[src/rtl/line_buffer_ctrl_if.sv]
// Pixel handshake, row-RAM strobes and tap status shared by line_buffer_ctrl and its datapath.
// Latency: none (wires only). Backpressure: in_ready qualifies in_valid; nothing else stalls.
// Ports: in_valid/in_sof/in_ready, ram_addr/ram_rd_en/ram_wr_en/ram_wr_addr, tap_valid/tap_col, frame_done;
// LB_CTRL_BORDER_EN adds tap_left/tap_right/tap_bottom. slave = controller side, master = datapath side.
interface line_buffer_ctrl_if #(
    parameter int ADDR_W = 6
);
    logic              in_valid;
    logic              in_sof;
    logic              in_ready;
    logic [ADDR_W-1:0] ram_addr;
    logic              ram_rd_en;
    logic              ram_wr_en;
    logic [ADDR_W-1:0] ram_wr_addr;
    logic              tap_valid;
    logic [ADDR_W-1:0] tap_col;
    logic              frame_done;
`ifdef LB_CTRL_BORDER_EN
    logic              tap_left;
    logic              tap_right;
    logic              tap_bottom;
`endif

    modport slave (
        input  in_valid, in_sof,
        output in_ready, ram_addr, ram_rd_en, ram_wr_en, ram_wr_addr,
               tap_valid, tap_col, frame_done
`ifdef LB_CTRL_BORDER_EN
        , output tap_left, tap_right, tap_bottom
`endif
    );

    modport master (
        output in_valid, in_sof,
        input  in_ready, ram_addr, ram_rd_en, ram_wr_en, ram_wr_addr,
               tap_valid, tap_col, frame_done
`ifdef LB_CTRL_BORDER_EN
        , input tap_left, tap_right, tap_bottom
`endif
    );
endinterface

[src/rtl/line_buffer_ctrl.sv]
// Sequencer for a 3-row sliding-window line buffer: RAM address/strobes, frame position, tap timing.
// Latency: ram_rd_en same cycle as accept, ram_wr_en +WR_LAT, tap_valid +RD_LAT, frame_done after DRAIN.
// Backpressure: in_ready=0 only during DRAIN (and reset); in_valid=0 stalls counters, delay lines keep running.
// Ports: clk, reset (async, active-high), bus (line_buffer_ctrl_if.slave). Optional macro LB_CTRL_BORDER_EN
// adds tap_left/tap_right/tap_bottom border flags registered alongside tap_valid.
module line_buffer_ctrl #(
    parameter int IMG_W  = 64,
    parameter int IMG_H  = 64,
    parameter int ADDR_W = 6,
    parameter int WR_LAT = 1,
    parameter int RD_LAT = 2
) (
    input  logic               clk,
    input  logic               reset,
    line_buffer_ctrl_if.slave  bus
);
    localparam int ROW_W     = (IMG_H > 1) ? $clog2(IMG_H) : 1;
    localparam int DRAIN_LEN = (WR_LAT > RD_LAT) ? WR_LAT : RD_LAT;

    localparam logic [ADDR_W-1:0] COL_LAST   = ADDR_W'(IMG_W - 1);
    localparam logic [ROW_W-1:0]  ROW_LAST   = ROW_W'(IMG_H - 1);
    localparam logic [ROW_W-1:0]  ROW_PRIMED = ROW_W'(1);
    localparam logic [7:0]        DRAIN_LAST = 8'(DRAIN_LEN - 1);

    localparam logic [1:0] ST_IDLE  = 2'd0;
    localparam logic [1:0] ST_PRIME = 2'd1;
    localparam logic [1:0] ST_RUN   = 2'd2;
    localparam logic [1:0] ST_DRAIN = 2'd3;

    logic [1:0]        state;
    logic [ADDR_W-1:0] col;
    logic [ROW_W-1:0]  row;
    logic [7:0]        drain_cnt;
    logic              frame_done_q;

    logic              ready;
    logic              accept;
    logic              col_last;
    logic              row_last;
    logic              frame_last;
    logic              sof_start;
    logic              px_step;
    logic              wr_issue;
    logic              rd_issue;
    logic [ADDR_W-1:0] wr_col;

    assign ready      = ~reset & (state != ST_DRAIN);
    assign accept     = bus.in_valid & ready;
    assign col_last   = (col == COL_LAST);
    assign row_last   = (row == ROW_LAST);
    assign frame_last = (state == ST_RUN) & col_last & row_last;
    // A sof arriving with the final pixel of a frame is ignored so the frame still drains.
    assign sof_start  = accept & bus.in_sof & ~frame_last;
    assign px_step    = accept & ~sof_start & ((state == ST_PRIME) | (state == ST_RUN));
    // The sof pixel itself is column 0 of row 0, so it primes RAM like any other row-0 pixel.
    assign wr_issue   = sof_start | px_step;
    assign wr_col     = sof_start ? '0 : col;
    // Read-before-write on the same column: the write lands WR_LAT cycles later.
    assign rd_issue   = px_step & (state == ST_RUN);

    always_ff @(posedge clk or posedge reset) begin
        if (reset) begin
            state        <= ST_IDLE;
            col          <= '0;
            row          <= '0;
            drain_cnt    <= '0;
            frame_done_q <= 1'b0;
        end else begin
            frame_done_q <= 1'b0;
            if (sof_start) begin
                state <= ST_PRIME;
                col   <= ADDR_W'(1);
                row   <= '0;
            end else if (px_step) begin
                if (col_last) begin
                    col <= '0;
                    if (!row_last) begin
                        row <= row + 1'b1;
                    end
                    if ((state == ST_PRIME) && (row == ROW_PRIMED)) begin
                        state <= ST_RUN;
                    end
                    if ((state == ST_RUN) && row_last) begin
                        state     <= ST_DRAIN;
                        row       <= '0;
                        drain_cnt <= '0;
                    end
                end else begin
                    col <= col + 1'b1;
                end
            end else if (state == ST_DRAIN) begin
                if (drain_cnt == DRAIN_LAST) begin
                    state        <= ST_IDLE;
                    drain_cnt    <= '0;
                    frame_done_q <= 1'b1;
                end else begin
                    drain_cnt <= drain_cnt + 1'b1;
                end
            end
        end
    end

    // Write delay line: matches the int_to_FP8 latency; never squashed so primed data always lands.
    logic [WR_LAT-1:0] wr_vld_sr;
    logic [ADDR_W-1:0] wr_addr_sr [WR_LAT];

    always_ff @(posedge clk or posedge reset) begin
        if (reset) begin
            wr_vld_sr <= '0;
            for (int i = 0; i < WR_LAT; i++) wr_addr_sr[i] <= '0;
        end else begin
            wr_vld_sr[0]  <= wr_issue;
            wr_addr_sr[0] <= wr_issue ? wr_col : '0;
            for (int i = 1; i < WR_LAT; i++) begin
                wr_vld_sr[i]  <= wr_vld_sr[i-1];
                wr_addr_sr[i] <= wr_addr_sr[i-1];
            end
        end
    end

    // Tap delay line: matches RAM read + FP8_to_int latency. A frame restart flushes it so
    // taps belonging to the abandoned frame never reach the window.
    logic [RD_LAT-1:0] tap_vld_sr;
    logic [ADDR_W-1:0] tap_col_sr [RD_LAT];

    always_ff @(posedge clk or posedge reset) begin
        if (reset) begin
            tap_vld_sr <= '0;
            for (int i = 0; i < RD_LAT; i++) tap_col_sr[i] <= '0;
        end else if (sof_start) begin
            tap_vld_sr <= '0;
            for (int i = 0; i < RD_LAT; i++) tap_col_sr[i] <= '0;
        end else begin
            tap_vld_sr[0] <= rd_issue;
            tap_col_sr[0] <= rd_issue ? col : '0;
            for (int i = 1; i < RD_LAT; i++) begin
                tap_vld_sr[i] <= tap_vld_sr[i-1];
                tap_col_sr[i] <= tap_col_sr[i-1];
            end
        end
    end

`ifdef LB_CTRL_BORDER_EN
    // {bottom, right, left}, captured at read issue and carried with the tap.
    logic [2:0] tap_edge_sr [RD_LAT];

    always_ff @(posedge clk or posedge reset) begin
        if (reset) begin
            for (int i = 0; i < RD_LAT; i++) tap_edge_sr[i] <= '0;
        end else if (sof_start) begin
            for (int i = 0; i < RD_LAT; i++) tap_edge_sr[i] <= '0;
        end else begin
            tap_edge_sr[0] <= rd_issue ? {row_last, col_last, (col == '0)} : 3'b000;
            for (int i = 1; i < RD_LAT; i++) tap_edge_sr[i] <= tap_edge_sr[i-1];
        end
    end

    assign bus.tap_left   = tap_edge_sr[RD_LAT-1][0];
    assign bus.tap_right  = tap_edge_sr[RD_LAT-1][1];
    assign bus.tap_bottom = tap_edge_sr[RD_LAT-1][2];
`endif

    assign bus.in_ready    = ready;
    assign bus.ram_addr    = col;
    assign bus.ram_rd_en   = rd_issue;
    assign bus.ram_wr_en   = wr_vld_sr[WR_LAT-1];
    assign bus.ram_wr_addr = wr_addr_sr[WR_LAT-1];
    assign bus.tap_valid   = tap_vld_sr[RD_LAT-1];
    assign bus.tap_col     = tap_col_sr[RD_LAT-1];
    assign bus.frame_done  = frame_done_q;
endmodule

[src/flat_wrapper.sv]
// flat-port wrapper written by rule: the top's interface ports become plain ports
module line_buffer_ctrl_flat 
#(
    parameter int IMG_W  = 64,
    parameter int IMG_H  = 64,
    parameter int ADDR_W = 6,
    parameter int WR_LAT = 1,
    parameter int RD_LAT = 2
)
  (clk, reset, bus_in_valid, bus_in_sof, bus_in_ready, bus_ram_addr, bus_ram_rd_en, bus_ram_wr_en, bus_ram_wr_addr, bus_tap_valid, bus_tap_col, bus_frame_done);
  line_buffer_ctrl_if #(.ADDR_W(ADDR_W)) bus_i ();
  input  logic clk;
  input  logic reset;
  input wire logic [$bits(bus_i.in_valid)-1:0] bus_in_valid;
  input wire logic [$bits(bus_i.in_sof)-1:0] bus_in_sof;
  output wire logic [$bits(bus_i.in_ready)-1:0] bus_in_ready;
  output wire logic [$bits(bus_i.ram_addr)-1:0] bus_ram_addr;
  output wire logic [$bits(bus_i.ram_rd_en)-1:0] bus_ram_rd_en;
  output wire logic [$bits(bus_i.ram_wr_en)-1:0] bus_ram_wr_en;
  output wire logic [$bits(bus_i.ram_wr_addr)-1:0] bus_ram_wr_addr;
  output wire logic [$bits(bus_i.tap_valid)-1:0] bus_tap_valid;
  output wire logic [$bits(bus_i.tap_col)-1:0] bus_tap_col;
  output wire logic [$bits(bus_i.frame_done)-1:0] bus_frame_done;
  assign bus_i.in_valid = bus_in_valid;
  assign bus_i.in_sof = bus_in_sof;
  assign bus_in_ready = bus_i.in_ready;
  assign bus_ram_addr = bus_i.ram_addr;
  assign bus_ram_rd_en = bus_i.ram_rd_en;
  assign bus_ram_wr_en = bus_i.ram_wr_en;
  assign bus_ram_wr_addr = bus_i.ram_wr_addr;
  assign bus_tap_valid = bus_i.tap_valid;
  assign bus_tap_col = bus_i.tap_col;
  assign bus_frame_done = bus_i.frame_done;
  line_buffer_ctrl #(.IMG_W(IMG_W), .IMG_H(IMG_H), .ADDR_W(ADDR_W), .WR_LAT(WR_LAT), .RD_LAT(RD_LAT)) u_core (.clk(clk), .reset(reset), .bus(bus_i));
endmodule
[config.mk]
export PLATFORM = sky130hd
export DESIGN_NAME = line_buffer_ctrl_flat
export DESIGN_NICKNAME = d
export VERILOG_FILES = /design/src/rtl/line_buffer_ctrl_if.sv /design/src/rtl/line_buffer_ctrl.sv /design/src/flat_wrapper.sv
export SDC_FILE = /design/constraint.sdc
export NUM_CORES = 1
export LEC_CHECK = 0
export CAP_MARGIN = 20
export CELL_PAD_IN_SITES_DETAIL_PLACEMENT = 0
export CELL_PAD_IN_SITES_GLOBAL_PLACEMENT = 1
export CORE_ASPECT_RATIO = 1.1
export CORE_MARGIN = 5
export CORE_UTILIZATION = 46
export CTS_CLUSTER_SIZE = 10
export DETAILED_ROUTE_END_ITERATION = 10
export PLACE_DENSITY = 0.89
export SYNTH_ARGS = -nofsm -noshare
export SYNTH_HDL_FRONTEND = slang
export SYNTH_SLANG_ARGS = --single-unit
[constraint.sdc]
create_clock -name clk -period 4.45 [get_ports clk]
set_input_delay 0.6675 -clock clk [delete_from_list [all_inputs] [get_ports clk]]
set_output_delay 0.6675 -clock clk [all_outputs]
set_load 0.01 [all_outputs]
# Word level (Yosys, flattened, before mapping)
# Cells that the tools add are included.
[totals]
reg_bits = 44
word_cells = 79
in_bits = 4
output_inout_bits = 23
[op_classes]
muxes = 29
bitwise_logic = 14
reduce_logical = 10
n_addsub = 3
n_eq_ne = 13
[ops]
columns = ["operator", "count"]
rows = [
  ["6-bit two-way mux", 11],
  ["8-bit two-way mux", 5],
  ["2-bit two-way mux", 8],
  ["6-bit by 1-bit adder with 6-bit output (second input constant)", 2],
  ["6-bit equality test (second input constant)", 2],
  ["12-bit two-way mux", 1],
  ["1-bit bitwise AND", 9],
  ["8-bit by 1-bit adder with 8-bit output (second input constant)", 1],
  ["8-bit by 1-bit equality test with 1-bit output (second input constant)", 1],
  ["4-bit AND reduction", 2],
  ["6-bit by 1-bit equality test with 1-bit output (second input constant)", 1],
  ["2-bit nonzero test", 3],
  ["3-bit nonzero test", 2],
  ["2-bit equality test (second input constant)", 2],
  ["1-bit two-way mux", 4],
  ["2-bit != test (second input constant)", 2],
  ["4-bit by 3-bit != test with 1-bit output (second input constant)", 1],
  ["3-bit by 1-bit != test with 1-bit output (second input constant)", 1],
  ["3-bit != test (second input constant)", 1],
  ["1-bit NOT", 3],
  ["3-bit AND reduction", 1],
  ["2-bit by 1-bit equality test with 1-bit output (second input constant)", 1],
  ["1-bit logical AND", 2],
  ["2-bit by 1-bit != test with 1-bit output (second input constant)", 1],
  ["1-bit bitwise OR", 2],
]

# Depth between registers and ports, before layout
[depth]
depth_word = 11
depth_mapped = 9
ltp_nobuf = 7

# Worst setup path before layout
# No wires, ideal clock.
[synth_timing]
kind = "flip-flop to output port"
startpoint = "register u_core.col[0] (netlist: u_core.bus.ram_addr[0])"
endpoint = "output port bus_ram_rd_en"
path_buffers = 1
stages_incl_launch_ff = 7
t_required_ns = 3.783
setup_slack_ns = 1.993
arrival_ns = 1.790
path_cell_list = "dfrtp_1 > ha_1 > nand2_1 > nor4_4 > nand2b_1 > and3_1 > clkbuf_1"
[synth_via]
elab_chain_cells = 9
[synth_lines]
columns = ["item", "line_no", "rtl"]
rows = [
  ["from (decl)", "line_buffer_ctrl.sv:31", "logic [ADDR_W-1:0] col;"],
  ["from (signal assigned)", "line_buffer_ctrl.sv:89", "col <= col + 1'b1;"],
  ["6-bit equality test", "line_buffer_ctrl.sv:49", "assign col_last = (col == COL_LAST);"],
  ["1-bit bitwise AND (2 in a row)", "line_buffer_ctrl.sv:51", "assign frame_last = (state == ST_RUN) & col_last & row_last;"],
  ["1-bit NOT", "line_buffer_ctrl.sv:53", "assign sof_start = accept & bus.in_sof & ~frame_last;"],
  ["1-bit bitwise AND", "line_buffer_ctrl.sv:53", ""],
  ["1-bit NOT (no source line)", "-", ""],
  ["1-bit bitwise AND (2 in a row)", "line_buffer_ctrl.sv:54", "assign px_step = accept & ~sof_start & ((state == ST_PRIME) | (state == ST_RUN));"],
  ["1-bit bitwise AND", "line_buffer_ctrl.sv:59", "assign rd_issue = px_step & (state == ST_RUN);"],
  ["to (decl)", "flat_wrapper.sv:18", "output wire logic [$bits(bus_i.ram_rd_en)-1:0] bus_ram_rd_en;"],
]
# Every way passes these cells.

# Worst setup path after layout
# Same ends and word-level chain as after synthesis.

==> impl_metrics.yaml <==
run_status:
  status: "complete, no violations"
layout:
  drive_gt1_share_pct: 10.3
  final_nets: 254
  diodes: 0
  area_growth_pct: 17.5
route:
  routedWlPerCell_um: 15.3
  firstDrtPassIters: 4
  wl_mm: 4.56
  vias_per_cell: 5.61
  dr_total_vias: 1678
  ant_nets: 0
  drt_iter0_markers: 88
  drcViolationCount: 0
yosys:
  seq_area_frac_synth_pct: 49.1
  synthesis.area_mm2: 0.00224
  synth_cell_type_count: 44
  yosys.area.top_type: "dfrtp_1"
  synth-seq-cells: 44
  syn_avg_cell_area_um2: 10.3
  yosys-top-cells-area: "dfrtp_1 (49%), ha_1 (4.5%), and2_1 (4.2%)"
  netlist.area_leader.share_pct: 49.1
  yosysWarnings: 0
  syn_nets: 230
  synth-edff-count: 0
  syn_inst: 218
  synth_ff_type: "dfrtp_1"
  async_flop_share_pct: 100
sta:
  finalClockSkew_ns: 0.0106
  period_minus_slack_ns: 3.39
  fmax_ghz: 0.295
  setup-tns-final_ns: 0
  relSlewSlack_pct: 54.5
  hold_viol: 0
  rsz0062_at_grt: "false"
  fin_ws_ns: 1.06
  finalSetupViolations: 0
  tightest_slew_ns: 0.679
  final.period_utilization_pct: 76.2
  finalMaxSlewViolations: 0
cts:
  cts.sinks: 44
  cts_tree: "yes"
  ctsResizeCount: 0
  cts.path.max_buffers: 2
  numCtsBuffers: 5
  path_clk_slew_ns: 0.09
  post-cts-setup-buffers: 0
  htreeDepth: 2
  cts_root_buf: "clkbuf_8"
  cts_hold_buf: 0
  insertion_delay_ns: 0.30
pwr:
  powerDensity_mw_per_mm2: 361
  peakVddDrop_v: 0.000171
  internal-power_uw: 677
  combPwrFrac_pct: 16.4
  finalPower_uw: 951
  p_leak_nw: 1.20
  pwr-share-seq_pct: 50.7
  netSwitchingFraction_pct: 28.8
  p_switching_uw: 274
  clkPwrFrac_pct: 32.9
floorplan:
  core-area_mm2: 0.00468
  dieArea_mm2: 0.00637
  ios: 27
  die_h_um: 83.2
  initial_core_util_pct: 47.9
  std_cell_rows: 26
  die_w_um: 76.6
placement:
  dp_hpwl_mm: 3.29
  dp_slack_ns: 1.35
  gp_congestion: 0.873
  portBuffers: 26
grt:
  grt.met3_usage_pct: 2.60
  grt_usage_pct: 15.1
  grt-busiest-layer: "met2"
  overflow: 0
  antenna_found_initial: 0
  first_global_vias: 1606
  use_met2_pct: 24.6
  grt_pass1_wl_mm: 8.00
  grt_max_degree: 45
  grtUsageMet1_pct: 20.6
setup_path:
  start_kind: "flop"
  arrival_ns: 2.72
  required_ns: 3.78
  end_kind: "primary output"
  cp_max_fo: 8
  critPathKind: "reg2out"
min_path:
  min_path_type: "reg2reg"
run:
  drv_cap: 0
Yosys cell counts, drive strengths merged, types with 2 or more instances:
master and n:
and3 8, or4b 2, xor2 2, nand2b 4, nor2 12, a22o 3, o22ai 2, or3 2
and2 15, nor3 8, nor2b 8, a21oi 7, buf 7, a31oi 3, a221o 5, o211ai 2
nand3 16, o31ai 3, or2 4, o21ai 12, nand2 18, ha 8, clkbuf 4, inv 7
dfrtp 44, nor4 3
state kept, by name (all words and copies together) (netlist names), 2 cells and up:
name / cells
u_core.drain_cnt: 8
u_core.bus.ram_addr: 6
u_core.bus.ram_wr_addr: 6
u_core.bus.tap_col: 6
u_core.row: 6
u_core.tap_col_sr: 6
u_core.state: 2
u_core.tap_vld_sr: 2
per-layer routing:
| layer | wire, µm | part of all wire, % | vias up |
|---|---|---|---|
| li1 | - | - | 817 |
| met1 | 2090 | 46 | 812 |
| met2 | 2240 | 49 | 41 |
| met3 | 163 | 3.6 | 8 |
| met4 | 71 | 1.6 | 0 |
| met5 | 0 | 0 | - |
power groups by stage:
stage,logic [mW],clock network [mW],registers [mW]
final,0.156,0.313,0.482
after global placement,0.153,0,0.488
after detailed placement,0.158,0,0.491
after CTS,0.159,0.318,0.483
after floorplan,0.0893,0,0.485
after global routing,0.176,0.334,0.491
stage by stage:
| stage | instances | hold WS, ns | utilization [%] | cell area, µm² |
|---|---|---|---|---|
| after floorplan | 218 | 0.439 | - | 2240 |
| after CTS | 299 | 0.467 | 56.2 | 2630 |
| after global placement | 291 | 0.440 | 53.8 | 2520 |
| after detailed placement | 291 | 0.451 | 53.8 | 2520 |
| after global routing | 299 | 0.480 | 56.2 | 2630 |
| final | 299 | 0.464 | 56.2 | 2630 |
critical path, cell delays in order (launching register included):
cell and delay, ns:
dfrtp_1 0.48, ha_1 0.27, nand2_1 0.19, nor4_4 0.43, nand2b_1 0.22, and3_1 0.27
clkdlybuf4s50_1 0.57
cell usage in the layout (no fill, tap or decap), types with 5 or more instances in the layout:
cell type        instances
and2_1                  15
clkdlybuf4s50_1         26
nand3_1                 15
nor2b_1                  8
o21ai_0                 10
a21oi_1                  7
clkbuf_8                 5
nor2_1                  12
inv_1                    6
dfrtp_1                 44
a221o_1                  5
nand2_1                 18
and3_1                   8
nor3_1                   6
ha_1                     8
cell type report:
class                           instances  area (µm²)
Timing Repair Buffer                   28         275
Inverter                                7        26.3
Fill cell                             424        2050
Tap cell                               56        70.1
Clock buffer                            5        68.8
Clock inverter                          3        46.3
Multi-Input combinational cell        156        1050
Sequential cell                        44        1100
final timing paths:
kind	cells after the start	slack, ns	to	start
max in group asynchronous	3	3.18	u_core.bus.ram_addr[0]	reset
worst min register to register	1	0.46	u_core.bus.tap_col[0]	u_core.tap_col_sr[6]
worst max-delay path	6	1.06	bus_ram_rd_en	u_core.bus.ram_addr[0]
worst max register to register	7	1.85	u_core.drain_cnt[4]	u_core.state[0]
min in group asynchronous	3	0.88	u_core.drain_cnt[2]	reset
worst min-delay path	1	0.46	u_core.bus.tap_col[0]	u_core.tap_col_sr[6]
logic make-up (layout without fill, tap and decap cells):
family | count (synthesis) | count (layout) | synth area share [%]
simple gates | 103 | 103 | 27.5
fa+ha+maj | 8 | 8 | 4.46
xor+xnor | 2 | 2 | 0.781
compound gates | 43 | 43 | 13.9
buf+inv | 18 | 43 | 4.24
flops | 44 | 44 | 49.1
Note: power is estimated with default switching activity, not from simulation.
==> RTL edit 1, RTL diff (same settings) <==
`IMG_W` is set to 64 in 2 places; all go to 48.
--- a/src/rtl/line_buffer_ctrl.sv
+++ b/src/rtl/line_buffer_ctrl.sv
@@ -4,7 +4,7 @@
 // Ports: clk, reset (async, active-high), bus (line_buffer_ctrl_if.slave). Optional macro LB_CTRL_BORDER_EN
 // adds tap_left/tap_right/tap_bottom border flags registered alongside tap_valid.
 module line_buffer_ctrl #(
-    parameter int IMG_W  = 64,
+    parameter int IMG_W  = 48,
     parameter int IMG_H  = 64,
     parameter int ADDR_W = 6,
     parameter int WR_LAT = 1,
--- a/src/flat_wrapper.sv
+++ b/src/flat_wrapper.sv
@@ -1,7 +1,7 @@
 // flat-port wrapper written by rule: the top's interface ports become plain ports
 module line_buffer_ctrl_flat 
 #(
-    parameter int IMG_W  = 64,
+    parameter int IMG_W  = 48,
     parameter int IMG_H  = 64,
     parameter int ADDR_W = 6,
     parameter int WR_LAT = 1,
Behaviour: no difference found for any inputs over 10 cycles, from zero or initial values and one cycle with reset high; that may be too few to reach the edited logic, so the function may still have changed.
==> RTL edit 1 against the unedited design <==
Count of clock-buffer cells in the layout did not move. Worst setup slack got worse by 0.33 ns. Sequential cell count did not move. Register-to-register slack improved by 0.07 ns. Synthesized area fell by 1.9%. Power fell by 7.7%. Routed wire length fell by 7.2%. Final area fell by 2.0%.
==> RTL edit 1: results (changes against the unedited design) <==
stage,metric,value,unit,change
status,status,"complete, no violations",,unchanged
sta,skew,0.00707,ns,was 0.0106 ns
global_route,use_met2,25.0,%,was 24.6%
synth,synthXorXnorAreaFrac,0,%,was 0.781%
setup_path,rr_startpoint,u_core.bus.ram_addr[0],,was u_core.state[0]
synth,muxShareOfSynthArea,0.910,%,was 0%
power_and_ir_drop,p_leak,1.22,nW,was 1.20 nW
synth,synthTopCellsByCount,"dfrtp_1, nand2_1, and2_1",,"was dfrtp_1, nand2_1, and2_1, nand3_1, nor2_1"
global_route,grt_pass1_wl,7.44,mm,was 8.00 mm
global_route,use_met3,3.25,%,was 2.60%
global_route,grt_util_met1,17.8,%,was 20.6%
setup_path,slowest_delay,0.87,ns,was 0.57 ns
global_route,grt_usage,14.5,%,was 15.1%
synth,synth-compound-area-share,15.5,%,was 13.9%
global_route,grt_pass1_vias,1591,,was 1606
setup_path,critical_path.top_delay_family,compound AO/OA/AOI/OAI gates,,was simple AND/OR/NAND/NOR gates
synth,seq_area_frac_synth,50.1,%,was 49.1%
global_route,grt_max_degree,31,,was 45
synth,synth_fp_nets,218,,was 230
placement,dp.cells,278,,was 291
setup_path,r2r_setup_slack,1.92,ns,was 1.85 ns
setup_path,r2r-end,u_core.drain_cnt[1],,was u_core.drain_cnt[4]
worst_hold_path,hp-start,u_core.tap_col_sr[11],,was u_core.tap_col_sr[6]
synth,synth_cell_types,52,,was 44
synth,synthAdderAreaFrac,4.55,%,was 4.46%
placement,gp_congestion,0.909,,was 0.873
setup_path,path_max_fanout,12,,was 8
layout,nNetsFinal,241,,was 254
placement,hpwlAfterDp,3.13,mm,was 3.29 mm
setup_path,crit_arrival,3.06,ns,was 2.72 ns
power_and_ir_drop,ir_drop,0.140,mV,was 0.171 mV
sta,worst_hold_slack,0.451,ns,was 0.464 ns
detailed_routing,drt_iter0_drc,78,,was 88
sta,period_needed,3.72,ns,was 3.39 ns
[RTL edit 1: metal layers]
| layer | routed length (microns) | share of wire (%) | up-vias |
|---|---|---|---|
| met1 | 1900 | 45 | 786 |
| met5 | 0 | 0 | - |
| met4 | 38 | 0.90 | 0 |
| met3 | 177 | 4.2 | 4 |
| li1 | - | - | 782 |
| met2 | 2120 | 50 | 33 |
[RTL edit 1: power breakdown]
part	total [mW]	switching, mW	internal (mW)
sequential	0.451	0.0331	0.418
combinational	0.115	0.0583	0.0569
clock	0.311	0.142	0.169
[RTL edit 1: area by class of cell]
cell class                 instances  area [sq um]
fill                             424          2070
sequential                        44          1100
multi-input combinational        141           990
timing repair buffer              27           268
tap                               56          70.1
clock buffer                       5          68.8
clock inverter                     3          46.3
inverter                          10          37.5
[RTL edit 1: cells by family after synthesis]
kind of cell               after synthesis
AOI/OAI and AO/OA                       45
adders and majority gates                8
buffers and inverters                   21
DFF                                     44
muxes                                    2
and+or+nand+nor                         86
==> RTL edit 2, RTL diff (config.mk and constraints unchanged) <==
Made on the original files. `RD_LAT` is set to 2 in 2 places; all go to 4.
--- a/src/rtl/line_buffer_ctrl.sv
+++ b/src/rtl/line_buffer_ctrl.sv
@@ -8,7 +8,7 @@
     parameter int IMG_H  = 64,
     parameter int ADDR_W = 6,
     parameter int WR_LAT = 1,
-    parameter int RD_LAT = 2
+    parameter int RD_LAT = 4
 ) (
     input  logic               clk,
     input  logic               reset,
--- a/src/flat_wrapper.sv
+++ b/src/flat_wrapper.sv
@@ -5,7 +5,7 @@
     parameter int IMG_H  = 64,
     parameter int ADDR_W = 6,
     parameter int WR_LAT = 1,
-    parameter int RD_LAT = 2
+    parameter int RD_LAT = 4
 )
   (clk, reset, bus_in_valid, bus_in_sof, bus_in_ready, bus_ram_addr, bus_ram_rd_en, bus_ram_wr_en, bus_ram_wr_addr, bus_tap_valid, bus_tap_col, bus_frame_done);
   line_buffer_ctrl_if #(.ADDR_W(ADDR_W)) bus_i ();
Behaviour: no difference found for any inputs over 10 cycles, from zero or initial values and one cycle with reset high; that may be too few to reach the edited logic, so the function may still have changed.
==> RTL edit 2 against the unedited design <==
Count of clock-buffer cells in the layout increased by 5. Sequential power increased by 15%. Sequential cell count increased by 14. Synthesized area increased by 18%. Die area increased by 15%. First-iteration DRC count increased by 5.7%. Routed wire length increased by 3.0%. Worst setup slack got worse by 0.12 ns. Final area increased by 19%. Power increased by 17%. Clock power increased by 50%. Hold slack got worse by 0.0046 ns. Critical endpoint unchanged. Critical path type unchanged.
==> RTL edit 2: results (changes against the unedited design) <==
stage,metric,value,unit,change
detailed_routing,post_drt_wl_per_cell,13.9,microns,was 15.3 microns
global_route,grt_usage,15.1,%,about the same
detailed_routing,wl_met3,209,microns,was 163 microns
setup_path,reg2reg_depth,6,,was 7
global_route,use_met3,6.05,%,was 2.60%
setup_path,rr_startpoint,u_core.state[1],,was u_core.state[0]
global_route,grt_max_degree,35,,was 45
global_route,grt_pass1_vias,1643,,was 1606
detailed_routing,wl,4.70,mm,was 4.56 mm
power_and_ir_drop,p_leak,1.47,nW,was 1.20 nW
placement,dp.cells,322,,was 291
status,status,"complete, no violations",,unchanged
detailed_routing,viasPerCell,5.16,,was 5.61
detailed_routing,drt_iter0_drc,93,,was 88
synth,seq_area_frac_synth,55.0,%,was 49.1%
sta,skew,0.00619,ns,was 0.0106 ns
layout,nNetsFinal,267,,was 254
sta,worst_pin_slew,0.693,ns,was 0.679 ns
setup_path,r2r-end,u_core.drain_cnt[3],,was u_core.drain_cnt[4]
power_and_ir_drop,switchingPower,0.272,mW,was 0.274 mW
placement,hpwlAfterDp,3.28,mm,was 3.29 mm
sta,max_freq,285,MHz,was 295 MHz
setup_path,worstSetupStartpoint,u_core.bus.ram_addr[1],,was u_core.bus.ram_addr[0]
setup_path,slowest_delay,0.72,ns,was 0.57 ns
sta,worst_hold_slack,0.460,ns,was 0.464 ns
power_and_ir_drop,ir_drop,0.223,mV,was 0.171 mV
setup_path,crit_arrival,2.85,ns,was 2.72 ns
==> RTL edit 2: cell count changes after synthesis, moves of 3 or more <==
cell,change
a21o_1,+3
nand2_1,-5
nand3_1,-8
nor2b_1,+14
a311oi_1,+3
and2_1,-8
nor3_1,-5
dfrtp_1,+14
o21ai_0,+3
a221o_1,-4
==> RTL edit 2: cell type report <==
cell class / instances / area [sq um] / area share [%]
flip-flops and latches: 58 / 1450 / 46.3
multi-input cells: 153 / 1100 / 35.0
repair buffers: 28 / 275 / 8.77
clock buffers: 10 / 138 / 4.39
well taps: 77 / 96.3 / 3.07
clock inverters: 5 / 55.1 / 1.75
inverters: 6 / 22.5 / 0.718
==> RTL edit 2: cells by family after synthesis <==
kind of cell,after synthesis,share of synthesized area [%]
adders and majority gates,7,3.32
AOI/OAI and AO/OA,46,13.8
DFF,58,55.0
buffers and inverters,18,3.46
muxes,2,0.806
and+or+nand+nor,96,22.9
xor gates and xnor gates,2,0.664
